--- config.mk ---
export PLATFORM = sky130hd
export DESIGN_NAME = traffic_light_monitor
export DESIGN_NICKNAME = d
export VERILOG_FILES = /design/src/rtl/traffic_light_monitor.sv
export SDC_FILE = /design/constraint.sdc
export NUM_CORES = 1
export LEC_CHECK = 0
export CAP_MARGIN = 15
export CORE_MARGIN = 3
export CORE_UTILIZATION = 39
export DETAILED_ROUTE_END_ITERATION = 10
export DONT_BUFFER_PORTS = 1
export GPL_ROUTABILITY_DRIVEN = 1
export PLACE_DENSITY_LB_ADDON = 0.12
export SYNTH_ARGS = -nofsm -noshare
export SYNTH_HDL_FRONTEND = slang
export SYNTH_SLANG_ARGS = --single-unit
--- constraint.sdc ---
create_clock -name clk -period 3.7 [get_ports clk]
set_input_delay 0.37 -clock clk [delete_from_list [all_inputs] [get_ports clk]]
set_output_delay 0.37 -clock clk [all_outputs]
set_load 0.05 [all_outputs]
--- src/rtl/traffic_light_monitor.sv ---
// Passive monitor for a one-hot traffic light bus. It checks colour order and
// segment dwell times, latches the first fault code, and counts full R-G-Y periods.
module traffic_light_monitor #(
  parameter int RED_DWELL    = 11,
  parameter int GREEN_DWELL  = 11,
  parameter int YELLOW_DWELL = 6,
  parameter int TOL          = 1,
  parameter int CNT_W        = 8
) (
  input  logic             clk,
  input  logic             reset,
  input  logic [2:0]       light_in,
  input  logic             enable,
  input  logic             clear_fault,
  output logic             fault,
  output logic [2:0]       fault_code,
  output logic             seg_done,
  output logic [CNT_W-1:0] period_count,
  output logic [1:0]       state_dbg
);

  typedef enum logic [1:0] {
    IDLE  = 2'd0,
    SYNC  = 2'd1,
    RUN   = 2'd2,
    FAULT = 2'd3
  } state_e;

  localparam logic [2:0] RED    = 3'b100;
  localparam logic [2:0] GREEN  = 3'b001;
  localparam logic [2:0] YELLOW = 3'b010;
  localparam logic [CNT_W-1:0] DWELL_MAX = '1;

  // The stuck check needs DWELL+TOL to be reachable below the saturation value.
  if ((RED_DWELL + TOL >= (1 << CNT_W) - 1) ||
      (GREEN_DWELL + TOL >= (1 << CNT_W) - 1) ||
      (YELLOW_DWELL + TOL >= (1 << CNT_W) - 1)) begin : g_width_check
    $error("traffic_light_monitor: DWELL+TOL does not fit below 2^CNT_W-1");
  end

  state_e           state_q, state_d;
  logic [2:0]       s_light_q;
  logic [2:0]       prev_q, prev_d;
  logic [CNT_W-1:0] dwell_q, dwell_d;
  logic             fault_q, fault_d;
  logic [2:0]       code_q, code_d;
  logic             seg_done_q, seg_done_d;
  logic [CNT_W-1:0] period_q, period_d;

  logic       valid;
  logic       boundary;
  logic [2:0] legal_next;
  int         exp_dwell;
  int         dwell_i;
  logic [2:0] viol;

  always_comb begin
    valid      = (s_light_q == RED) || (s_light_q == GREEN) || (s_light_q == YELLOW);
    boundary   = (s_light_q != prev_q);
    dwell_i    = int'(dwell_q);
    exp_dwell  = YELLOW_DWELL;
    legal_next = RED;
    case (prev_q)
      RED:     begin exp_dwell = RED_DWELL;   legal_next = GREEN;  end
      GREEN:   begin exp_dwell = GREEN_DWELL; legal_next = YELLOW; end
      default: begin exp_dwell = YELLOW_DWELL; legal_next = RED;   end
    endcase

    viol = 3'd0;
    if (!valid)                                                     viol = 3'd1;
    else if (boundary && (s_light_q != legal_next))                 viol = 3'd2;
    else if (boundary && (state_q == RUN) && (dwell_i < exp_dwell - TOL)) viol = 3'd3;
    else if (!boundary && (dwell_i >= exp_dwell + TOL))             viol = 3'd4;

    dwell_d = boundary ? CNT_W'(1) : ((dwell_q == DWELL_MAX) ? dwell_q : dwell_q + CNT_W'(1));

    state_d    = state_q;
    prev_d     = prev_q;
    fault_d    = fault_q;
    code_d     = code_q;
    seg_done_d = 1'b0;
    period_d   = period_q;

    // While not checking, the segment colour follows any valid sample so that
    // re-arming starts from the real current colour.
    case (state_q)
      IDLE: begin
        if (valid) prev_d = s_light_q;
        if (enable) state_d = SYNC;
      end
      SYNC, RUN: begin
        if (!enable) begin
          if (valid) prev_d = s_light_q;
          state_d = IDLE;
        end else if (viol != 3'd0) begin
          state_d = FAULT;
          fault_d = 1'b1;
          code_d  = viol;
        end else if (boundary) begin
          seg_done_d = 1'b1;
          prev_d     = s_light_q;
          state_d    = RUN;
          if ((state_q == RUN) && (prev_q == YELLOW)) period_d = period_q + CNT_W'(1);
        end
      end
      default: begin
        if (valid) prev_d = s_light_q;
        if (clear_fault) begin
          state_d = enable ? SYNC : IDLE;
          fault_d = 1'b0;
          code_d  = 3'd0;
        end
      end
    endcase
  end

  always_ff @(posedge clk or negedge reset) begin
    if (!reset) begin
      state_q    <= IDLE;
      s_light_q  <= RED;
      prev_q     <= RED;
      dwell_q    <= '0;
      fault_q    <= 1'b0;
      code_q     <= 3'd0;
      seg_done_q <= 1'b0;
      period_q   <= '0;
    end else begin
      state_q    <= state_d;
      s_light_q  <= light_in;
      prev_q     <= prev_d;
      dwell_q    <= dwell_d;
      fault_q    <= fault_d;
      code_q     <= code_d;
      seg_done_q <= seg_done_d;
      period_q   <= period_d;
    end
  end

  assign fault        = fault_q;
  assign fault_code   = code_q;
  assign seg_done     = seg_done_q;
  assign period_count = period_q;
  assign state_dbg    = state_q;

endmodule
-- Word-level counts from Yosys, hierarchy flattened
Cells that the tools add are included.
- input bits: 7
- output and inout port bits: 15
- flip-flop bits (word level): 29
- $lt $le $gt $ge: 2
- add/sub/neg operators: 4
- eq/ne operators: 18
- multiplexer cells: 32
- bitwise logic cells: 2
- reduce and logical (&&, ||, !) cells: 18
- operators by type and width (operator ; count):
    2-to-1 mux 3 bit ; 12
    adder 32 x 2 -> 32 bit, second input constant ; 1
    greater-or-equal comparator 9 x 32 -> 1 bit ; 1
    < comparator 9 x 32 -> 1 bit ; 1
    subtractor 32 x 2 -> 32 bit, second input constant ; 1
    adder 8 x 1 -> 8 bit, second input constant ; 2
    2-to-1 mux 8 bit ; 2
    case mux 3 bit (2 select lines) ; 2
    2-to-1 mux 2 bit ; 5
    == test 8 bit, second input constant ; 1
    2-to-1 mux 1 bit ; 8
    inequality test 2 bit, second input constant ; 4
    == test 3 x 1 -> 1 bit, second input constant ; 2
    == test 3 x 2 -> 1 bit, second input constant ; 2
    == test 3 bit, second input constant ; 2
    inequality test 3 bit ; 2
    inequality test 3 bit, second input constant ; 2
    nonzero test 3 bit ; 2
    logical AND 1 bit ; 5
    AND reduction 5 bit ; 1
    2-to-1 mux 4 bit ; 1
    inequality test 4 bit, second input constant ; 1
    case mux 2 bit (2 select lines) ; 1
    AND reduction 4 bit ; 1
    11 further kinds ; 14

-- Logic depth before layout (Yosys ltp)
- word-level depth: 14
- mapped depth: 11
- mapped depth without buffers: 10

-- Worst setup path before layout
OpenSTA, ideal clock, no wires.
- kind: flip-flop to flip-flop
- start: register prev_q[2]
- end: register code_q[0] (netlist: fault_code[0])
- buffers on the path: 0
- data arrival time: 2.461 ns
- stages on the path, launching flop included: 11
- setup slack: 1.138 ns
- period minus slack after synthesis: 2.562 ns
- required time: 3.599 ns
- cells stage by stage: dfstp_2 > xnor2_1 > nor2_1 > inv_1 > ha_1 > or3b_2 > o2111ai_1 > a21o_2 > a21oi_2 > o31a_2 > o32ai_1
- longest elaborated chain between the ends: 13
- elaborated cells on any way between the ends: 26
- classes of those cells: add/sub: 2; order compare: 2; eq/ne: 5; mux: 9; reduce/logical: 8
- ends and longest elaborated chain (what ; line ; source):
    start, declared ; 43 ; logic [2:0] prev_q, prev_d;
    start signal, assigned ; 130 ; prev_q <= prev_d;
    == test 3 x 1 -> 1 bit or == test 3 bit (tied branches) ; 63 ; case (prev_q)
    OR reduction 2 bit (no line) ; - ;
    2-to-1 mux 4 bit ; 63 ;
    adder 32 x 2 -> 32 bit ; 73 ; else if (!boundary && (dwell_i >= exp_dwell + TOL)) viol = 3'd4;
    greater-or-equal comparator 9 x 32 -> 1 bit ; 73 ;
    logical AND 1 bit ; 73 ;
    2-to-1 mux 3 bit ; 73 ;
    2-to-1 mux 3 bit ; 72 ; else if (boundary && (state_q == RUN) && (dwell_i < exp_dwell - TOL)) viol = 3'd3;
    2-to-1 mux 3 bit * ; 71 ; else if (boundary && (s_light_q != legal_next)) viol = 3'd2;
    2-to-1 mux 3 bit * ; 70 ; if (!valid) viol = 3'd1;
    nonzero test 3 bit ; 95 ; end else if (viol != 3'd0) begin
    inequality test 2 bit (no line) ; - ;
    AND reduction 4 bit (no line) ; - ;
    end signal, assigned ; 133 ; code_q <= code_d;
    end, declared ; 46 ; logic [2:0] code_q, code_d;
Every way passes the cells marked *; elsewhere a longest branch is shown, timed or not. The select of a mux whose other input is x is not followed.
A chain may end at the register's enable or synchronous reset.

-- Worst setup path after layout
Ends and elaborated chain as after synthesis.

==> results by group <==
Critical path
  • Critical Path Start Type: register
  • CP Capture Type: register
  • Crit path arrival time: 2970 ps
  • R2R depth: 10
  • CP Class: reg2reg
  • CP Launch Point: prev_q[2]
  • CP max FO: 6
  • Reg2Reg Launch Point: prev_q[2]
  • Critical Path RT: a little under 4000 ps

Synth
  • Largest cells by area after synthesis: dfrtp_1, ha_1, xnor2_1
  • Syn_nets: 178
  • Dominant register cell in the synthesized netlist: dfrtp_1
  • Synth Area in Compound Gates: 0.1155
  • Post-Synth XOR/XNOR Area: 0.08927
  • Syn avg cell area: 10.42 um2
  • Post-Syn Instances: 160
  • Fraction of the mapped netlist area in adder cells: 0.08252
  • Multiplexer area fraction after synthesis: 0.03451
  • Synth top area share: 0.4051
  • Synth warnings: 0
  • Synth unique cells: 50
  • FF+latch count, synth: 29
  • Most common cell in the netlist: dfrtp_1
  • Sequential element share of the synthesized area: 0.4366
  • Largest family of logic cells by synthesized area: simple AND/OR/NAND/NOR gates
  • Async set-or-reset flop fraction in the synthesized netlist: 1.000
  • Post-synth top cells: dfrtp_1, nor2_1, xnor2_1
  • Post-Synth Simple-Gate Area: 0.2056
  • Post-synthesis cell area: between 0.0015 and 0.002 mm2
  • EDFF count, synth: 0
  • Yosys top cell by area: dfrtp_1

Place
  • Port Buffers: 0
  • Pre-CTS worst setup slack: slightly above 900 ps
  • DP Area: between 0.0015 and 0.002 mm2
  • Final HPWL DP: between 2 and 2.5 mm
  • Placed Cells: 206
  • GP Congestion: between 0.7 and 0.8

Route
  • Final wirelength: ~3.2 mm
  • Routed len/inst: ~15 um
  • Vias/cell: ~5.3
  • Vias: between 1000 and 1500
  • Initial DRC count: 61
  • Remaining antenna violation count after routing: 0
  • Drt drc: 0
  • DRT Pass-1 Iters: 4

Hold path
  • Hold path depth: 0
  • Hold Startpoint: light_in[2]
  • Min-Delay Path Class: in2reg

Timing
  • Tcrit/Tclk final: 0.7510
  • Final Skew: about 6.4 ps
  • Fin. Hold Viols: 0
  • Slew @ Worst Pin: about 630 ps
  • Worst setup margin: about 900 ps
  • Setup TNS: 0 ps
  • Worst slew margin: 0.5777
  • FMAX: 359.9 MHz
  • Pins over their slew limit: 0
  • Min cycle time layout: between 2000 and 3000 ps
  • RSZ-0062 raised after global routing: false
  • Setup violators final: 0

Global routing
  • Global-route usage over all layers: 0.1391
  • Gr ovfl total: 0
  • Largest net degree at the start of global routing: 30
  • Antenna violations before repair: 0
  • Vias in the first global route: between 1000 and 1500
  • Wire length of the first global-routing pass: ~5.5 mm

CTS
  • Clk root buf: clkbuf_8
  • Sink Count: 29
  • Worst-Skew Late Latency: ~280 ps
  • Max clock buf depth: 2
  • Post-CTS Setup Repair Bufs: 0
  • CTS tree: yes
  • Post-cts sizing count: 0
  • H-tree depth: 2
  • CTS buffer count: 5
  • Clock-pin transition on the worst setup and hold timing paths: 70 ps
  • CTS Hold Bufs: 2

Finish
  • Syn-to-layout area delta: 12.00%
  • Cell Count, Final, Fillers Out: ~220
  • Post-route cell area: about 0.0019 mm2
  • Nets: between 150 and 200
  • Layout cell share with drive strength beyond 1: 0.1627
  • Antenna cell count: 0

Power and ir drop
  • Pwr/cell area: roughly 760 mW/mm2
  • Tot Pwr: about 0.0014 W
  • Leakage power: between 0.8 and 0.9 nW
  • Peak VDD IR: around 420 uV

Flow run
  • Max-cap violations: 0

Floorplan
  • Die Wd: about 71 um
  • Die area: between 0.005 and 0.006 mm2
  • Core area: a little over 0.004 mm2
  • IO Pins: 22
  • Starting density of the core: 0.4110
  • Die Y: between 70 and 80 um
  • Num rows: 23

Status
  • Status: finished clean
-- flip-flops by register name (all words and copies together) (netlist names) --
name,cells
fault,1
s_light_q,3
period_count,8
dwell_q,8
state_dbg,2
prev_q,3
fault_code,3
seg_done,1
-- stage by stage --
stage,hold slack [ps],utilization
6_report,83.15,0.4604
5_1_grt,61.57,0.4604
4_1_cts,71.36,0.4604
3_5_place_dp,75.20,0.4200
3_3_place_gp,75.24,0.4200
2_1_floorplan,74.41,-
-- critical path, stage by stage, from the launching register on --
cell       delay (ps)
dfstp_2           580
xnor2_1           100
nor2_1            250
inv_1             140
ha_1              280
or3b_2            460
o2111ai_1         100
a21o_2            180
a21oi_2            80
o31a_2            390
o32ai_1           130
-- metal layers --
metal  part of all wire  vias to the layer above  global-route usage
li1                   -                      574                   -
met1               0.47                      546              0.1690
met2               0.46                       21              0.2153
met3              0.052                        6             0.05750
met4              0.017                        0             0.06263
met5                  0                        -                   0
-- cell type report --
cell class | count | area (um2)
fillers | 375 | 2190
multi-input cells | 118 | 879.6
flip-flops and latches | 29 | 728.2
clock buffers | 5 | 68.82
clock inverters | 3 | 65.06
well taps | 50 | 62.56
inverters | 9 | 33.78
repair buffers | 2 | 30.03
-- cell families after synthesis --
kind of cell               after synthesis
muxes                                    5
buffers and inverters                   13
adders and majority gates               11
AOI/OAI and AO/OA                       25
DFF                                     29
xor gates and xnor gates                17
and+or+nand+nor                         60
-- layout by cell type (no fill, tap or decap), types with 3 or more instances in the layout --
cell	synthesis	routed
xor2_1	5	5
clkbuf_8	0	5
xnor2_1	12	12
nand3_1	3	3
and2_1	3	3
ha_1	11	11
and3_1	7	7
inv_1	9	9
dfrtp_1	27	27
o21ai_0	5	5
o211ai_1	3	3
nand2_1	10	10
nand4_1	8	8
nor2_1	13	13
-- final timing paths --
kind	slack, ps	end
hold / removal	80	s_light_q[2]
setup reg to reg	920	fault_code[0]
min in group asynchronous	520	period_count[6]
max in group asynchronous	2940	s_light_q[2]
hold reg to reg	540	dwell_q[6]
setup / recovery	920	fault_code[0]
-- power breakdown --
part           leakage, nW  switching (W)  internal (W)
registers            0.375       0.000180      0.000381
clock network       0.0681       0.000125      0.000267
logic                0.399       0.000253      0.000216
Note: power is estimated with default switching activity, not from simulation.
